## src/rtl/inst_fetch_ctrl.sv

```systemverilog
// Instruction fetch sequencer: owns the PC and feeds decode through a one-entry valid/ready stage.
// Define FETCH_PERF_EN to add the saturating fetch_cnt/stall_cnt performance counters.
module inst_fetch_ctrl #(
    parameter int                 ADDR_W     = 64,
    parameter int                 INSTR_W    = 32,
    parameter logic [ADDR_W-1:0]  RESET_PC   = '0,
    parameter int                 MEM_BYTES  = 64,
    parameter logic [INSTR_W-1:0] HALT_INSTR = 32'h0010_0073
) (
    input  logic               clk,
    input  logic               rst,
    input  logic               en,
    output logic [ADDR_W-1:0]  read_adr,
    input  logic [INSTR_W-1:0] instruction,
    input  logic               redirect_valid,
    input  logic [ADDR_W-1:0]  redirect_pc,
    output logic               if_valid,
    input  logic               if_ready,
    output logic [INSTR_W-1:0] if_instr,
    output logic [ADDR_W-1:0]  if_pc,
    output logic               halted,
    output logic               fault,
    output logic [2:0]         state
`ifdef FETCH_PERF_EN
    ,
    output logic [31:0]        fetch_cnt,
    output logic [31:0]        stall_cnt
`endif
);

    typedef enum logic [2:0] {
        ST_IDLE  = 3'd0,
        ST_FETCH = 3'd1,
        ST_STALL = 3'd2,
        ST_HALT  = 3'd3,
        ST_FAULT = 3'd4
    } state_t;

    localparam logic [ADDR_W-1:0] MEM_LIMIT = ADDR_W'(MEM_BYTES);

    state_t              cur_st;
    state_t              nxt_st;
    logic [ADDR_W-1:0]   pc_p0;
    logic [INSTR_W-1:0]  instr_p1;
    logic [ADDR_W-1:0]   ipc_p1;
    logic                vld_p1;
    logic                halted_q;
    logic                fault_q;

    logic                active;
    logic                slot_free;
    logic                pc_bad;
    logic                is_halt;
    logic                capture;

    assign active    = (cur_st == ST_FETCH) || (cur_st == ST_STALL);
    assign slot_free = !vld_p1 || if_ready;
    assign pc_bad    = (pc_p0[1:0] != 2'b00) || (pc_p0 >= MEM_LIMIT);
    assign is_halt   = (instruction == HALT_INSTR);
    // Redirect and fault check both pre-empt a capture in the same cycle.
    assign capture   = active && !redirect_valid && !pc_bad && slot_free;

    always_ff @(posedge clk) begin
        if (rst) cur_st <= ST_IDLE;
        else     cur_st <= nxt_st;
    end

    always_comb begin
        nxt_st = cur_st;
        case (cur_st)
            ST_IDLE: begin
                if (en) nxt_st = ST_FETCH;
            end
            ST_FETCH, ST_STALL: begin
                if (redirect_valid)  nxt_st = ST_FETCH;
                else if (pc_bad)     nxt_st = ST_FAULT;
                else if (slot_free)  nxt_st = is_halt ? ST_HALT : ST_FETCH;
                else                 nxt_st = ST_STALL;
            end
            ST_HALT, ST_FAULT: nxt_st = cur_st;
            default:           nxt_st = ST_IDLE;
        endcase
    end

    // Stage p0 -> p1: PC issue and output-stage capture
    always_ff @(posedge clk) begin
        if (rst) begin
            pc_p0    <= RESET_PC;
            instr_p1 <= '0;
            ipc_p1   <= '0;
            vld_p1   <= 1'b0;
            halted_q <= 1'b0;
            fault_q  <= 1'b0;
        end else if (active && redirect_valid) begin
            pc_p0  <= redirect_pc;
            vld_p1 <= 1'b0;
        end else if (active && pc_bad) begin
            vld_p1  <= 1'b0;
            fault_q <= 1'b1;
        end else if (capture) begin
            instr_p1 <= instruction;
            ipc_p1   <= pc_p0;
            vld_p1   <= 1'b1;
            if (is_halt) halted_q <= 1'b1;
            else         pc_p0    <= pc_p0 + ADDR_W'(4);
        end else if (vld_p1 && if_ready) begin
            vld_p1 <= 1'b0;
        end
    end

    assign read_adr = pc_p0;
    assign if_valid = vld_p1;
    assign if_instr = instr_p1;
    assign if_pc    = ipc_p1;
    assign halted   = halted_q;
    assign fault    = fault_q;
    assign state    = cur_st;

`ifdef FETCH_PERF_EN
    function automatic logic [31:0] sat_inc(input logic [31:0] v);
        return (v == 32'hFFFF_FFFF) ? v : v + 32'd1;
    endfunction

    always_ff @(posedge clk) begin
        if (rst) begin
            fetch_cnt <= '0;
            stall_cnt <= '0;
        end else begin
            if (capture)            fetch_cnt <= sat_inc(fetch_cnt);
            if (cur_st == ST_STALL) stall_cnt <= sat_inc(stall_cnt);
        end
    end
`endif

endmodule
```

## config.mk

```make
export PLATFORM = sky130hd
export DESIGN_NAME = inst_fetch_ctrl
export DESIGN_NICKNAME = d
export VERILOG_FILES = /design/src/rtl/inst_fetch_ctrl.sv
export SDC_FILE = /design/constraint.sdc
export NUM_CORES = 1
export LEC_CHECK = 0
export BUFFER_PORTS_ARGS = -buffer_cell sky130_fd_sc_hd__buf_2
export CAP_MARGIN = 10
export CORE_UTILIZATION = 47
export DETAILED_ROUTE_END_ITERATION = 12
export PLACE_DENSITY = 0.8
export SLEW_MARGIN = 20
export SYNTH_ARGS = -nofsm -noshare
export SYNTH_HDL_FRONTEND = slang
export SYNTH_SLANG_ARGS = --single-unit
```

## constraint.sdc

```tcl
create_clock -name clk -period 2.3 [get_ports clk]
set_input_delay 0.115 -clock clk [delete_from_list [all_inputs] [get_ports clk]]
set_output_delay 0.115 -clock clk [all_outputs]
set_load 0.03 [all_outputs]
```

==> impl_results.md <==
* Distinct cell type count after synthesis at 47
* Most frequent cell after synthesis: dfxtp_1
* GP Congestion at between 0.8 and 0.9
* Area of the core at 0.0122 mm2
* Post-layout util at 73.1%
* Routed length per placed instance at 16.7 um
* GR Util All Layers at between 30 and 40%
* I/O Buffers at around 270
* Dpl cell area at 0.00742 mm2
* CTS sink cnt at approximately 170
* Final Setup Violations at 0
* Clk_lat worst skew at around 0.43 ns
* Skew final at 0.0127 ns
* Async S/R FF share, synth at 0%
* Vias in the first global route at roughly 6300
* Worst hold path class: in -> reg
* Compound-Gate Fraction of Synth Area at 13.7%
* Yosys top cell by area: dfxtp_1
* Multiplexer share of the synthesized area at 0%
* Die width at roughly 110 um
* Post-DP HPWL at ~12000 um
* Clock-pin transition on the worst setup and hold timing paths at 0.06 ns
* CP startpoint kind: register
* Initial DRC count at 453
* Number of synthesized register bits at 166
* Max IR drop VDD at approximately 600 uV
* Largest family of logic cells by synthesized area: simple AND/OR/NAND/NOR gates
* Final WS setup at 0.125 ns
* Final instance area at 0.00889 mm2
* DR vias/cell at 5.30
* Via Count at 6299
* CTS tree: yes
* Data arrival time of the worst path at 2.50 ns
* Final hold viol count at 0
* Setup tns final at 0 ns
* Synth Area in Simple Gates at between 20% and 30%
* Max frequency at 0.460 GHz
* Nets@finish at 1109
* Crit path time final at 2.17 ns
* Rows at 40
* Routed Antenna Nets at 0
* Crit path max fanout at 9
* Grt ovf at 0
* First-pass GRT wire length at 30800 um
* Post-synthesis cell count at 662
* H-tree levels at 4
* Post-Route WL at a little under 20000 um
* Relative slew slack at 67.4%
* Chip height at 114 um
* RSZ-0062 raised after global routing: no
* Clk buf depth at 2
* CP Data Required Time at 2.62 ns
* Starting Density at 48.6%
* Area delta synth->final at 50.3%
* Mapped cell area at 0.00592 mm2
* Syn_area_per_cell at between 8 and 9 um2
* Synth cell count leaders: dfxtp_1, nand2_1, a21oi_1, and2_1, nand3_1
* Max Slew Vio Count at 0
* # IOs at roughly 270
* CTS Root Cell: clkbuf_16
* Pre-antenna DRT Iters at 4
* Outcome: finished, final reports clean
* Share of layout cells above drive strength 1 at 32.2%
* Synthesized net count at 765
* Max-cap violation count at 0
* Yosys warns at 0
* Worst slew pin tran at 0.489 ns
* Synth Area in Adders at 0.423%
* Maximum number of pins on one net before global-route repair at slightly above 60
* Die area at around 0.013 mm2
* Area share of the largest cell type after synthesis at 56.2%
* DRC violations left at 0
* Critical path class: reg -> reg
* Fin crit share at about 95%
* Seq/Total Area, Yosys at around 56%
* CTS Buf Count at 17
* Top post-synthesis cells by area: dfxtp_1, a21oi_1, nand2_1
* Synth Flop Type: dfxtp_1
* Pwr dens at about 740 mW/mm2
* Critical path capture point type: register
* Post-CTS sizing at 0
* Leakage at 4.01 nW
* Xor and xnor area share after synthesis at 0.423%
* Post-synth EDFFs at 0
* Pre-CTS setup slack at 0.128 ns
* Antenna violations before repair at 2
power by group:
part,switching [mW],leakage [nW],internal (mW)
Clock,1.20,0.272,1.54
Combinational,0.513,2.40,0.343
Sequential,0.0689,1.34,2.94
logic make-up after synthesis:
kind of cell / after synthesis
buffers and inverters: 54
flip-flops: 166
AND/OR/NAND/NOR: 287
XOR/XNOR: 2
adder cells (fa/ha/maj): 2
AO/OA/AOI/OAI: 151
state kept, by name, summed over array words and instances (netlist names):
register	cells
fault	1
halted	1
if_instr	32
if_pc	64
if_valid	1
read_adr	64
state	3
cells in the final DEF, fill, tap and decap left out, types with 3 or more instances in the layout:
cell	instances
nand3_1	41
clkinv_4	4
inv_1	6
o311a_1	4
nor4_1	24
buf_2	265
dlygate4sd3_1	90
a31oi_1	3
a21oi_1	94
and2_1	60
nand2b_1	5
and4_2	3
nand2_1	113
clkbuf_16	17
nor2_1	6
nor2b_1	4
o21ai_0	40
nand4_1	7
buf_4	16
inv_6	4
dfxtp_1	166
through the flow:
stage / hold WS, ns / total power, mW / std cells
floorplan: 0.251 / 3.50 / 662
global placement: 0.356 / 3.77 / 1065
detailed placement: 0.360 / 3.78 / 1065
CTS: 0.00453 / 6.60 / 1186
global route: 0.0201 / 6.82 / 1189
finish: 0.0362 / 6.60 / 1189
worst max-delay path, stage by stage, from the launching register on:
cell and delay (ns):
dfxtp_1 0.34, nor4_1 0.42, and4_1 0.32, nand4_2 0.23
or3_1 0.44, a221o_1 0.32
path summary, 6_finish.rpt:
| check | slack [ns] | cells past startpoint | from | end |
|---|---|---|---|---|
| worst max-delay path | 0.13 | 5 | read_adr[12] | read_adr[5] |
| worst min-delay path | 0.04 | 4 | if_ready | if_valid |
| worst max register to register | 0.13 | 5 | read_adr[12] | read_adr[5] |
| worst min register to register | 0.45 | 2 | fault | fault |
timing repair:
action	4_1_cts	5_1_grt
endpoints found under the hold margin	89	1
buffers inserted	0	0
setup endpoints to repair	0	0
hold buffers	89	1
layout make-up:
type                            instances  area (um2)
Sequential cell                       166        3320
Tap cell                              168         210
Clock buffer                           20         447
Antenna cell                            2        5.00
Timing Repair Buffer                  373        2390
Inverter                                6        22.5
Clock inverter                         12         120
Fill cell                             906        3270
Multi-Input combinational cell        442        2380
metal layers:
| metal | global-route usage, % | part of all wire [%] | vias to the layer above | wire length, um |
|---|---|---|---|---|
| met2 | 51.4 | 49 | 337 | 9720 |
| met5 | 0 | 0 | - | 0 |
| li1 | - | - | 2972 | - |
| met3 | 7.89 | 7.3 | 85 | 1450 |
| met1 | 34.2 | 38 | 2905 | 7620 |
| met4 | 20.3 | 5.3 | 0 | 1060 |
No activity file was read; power rests on OpenSTA's default activity.
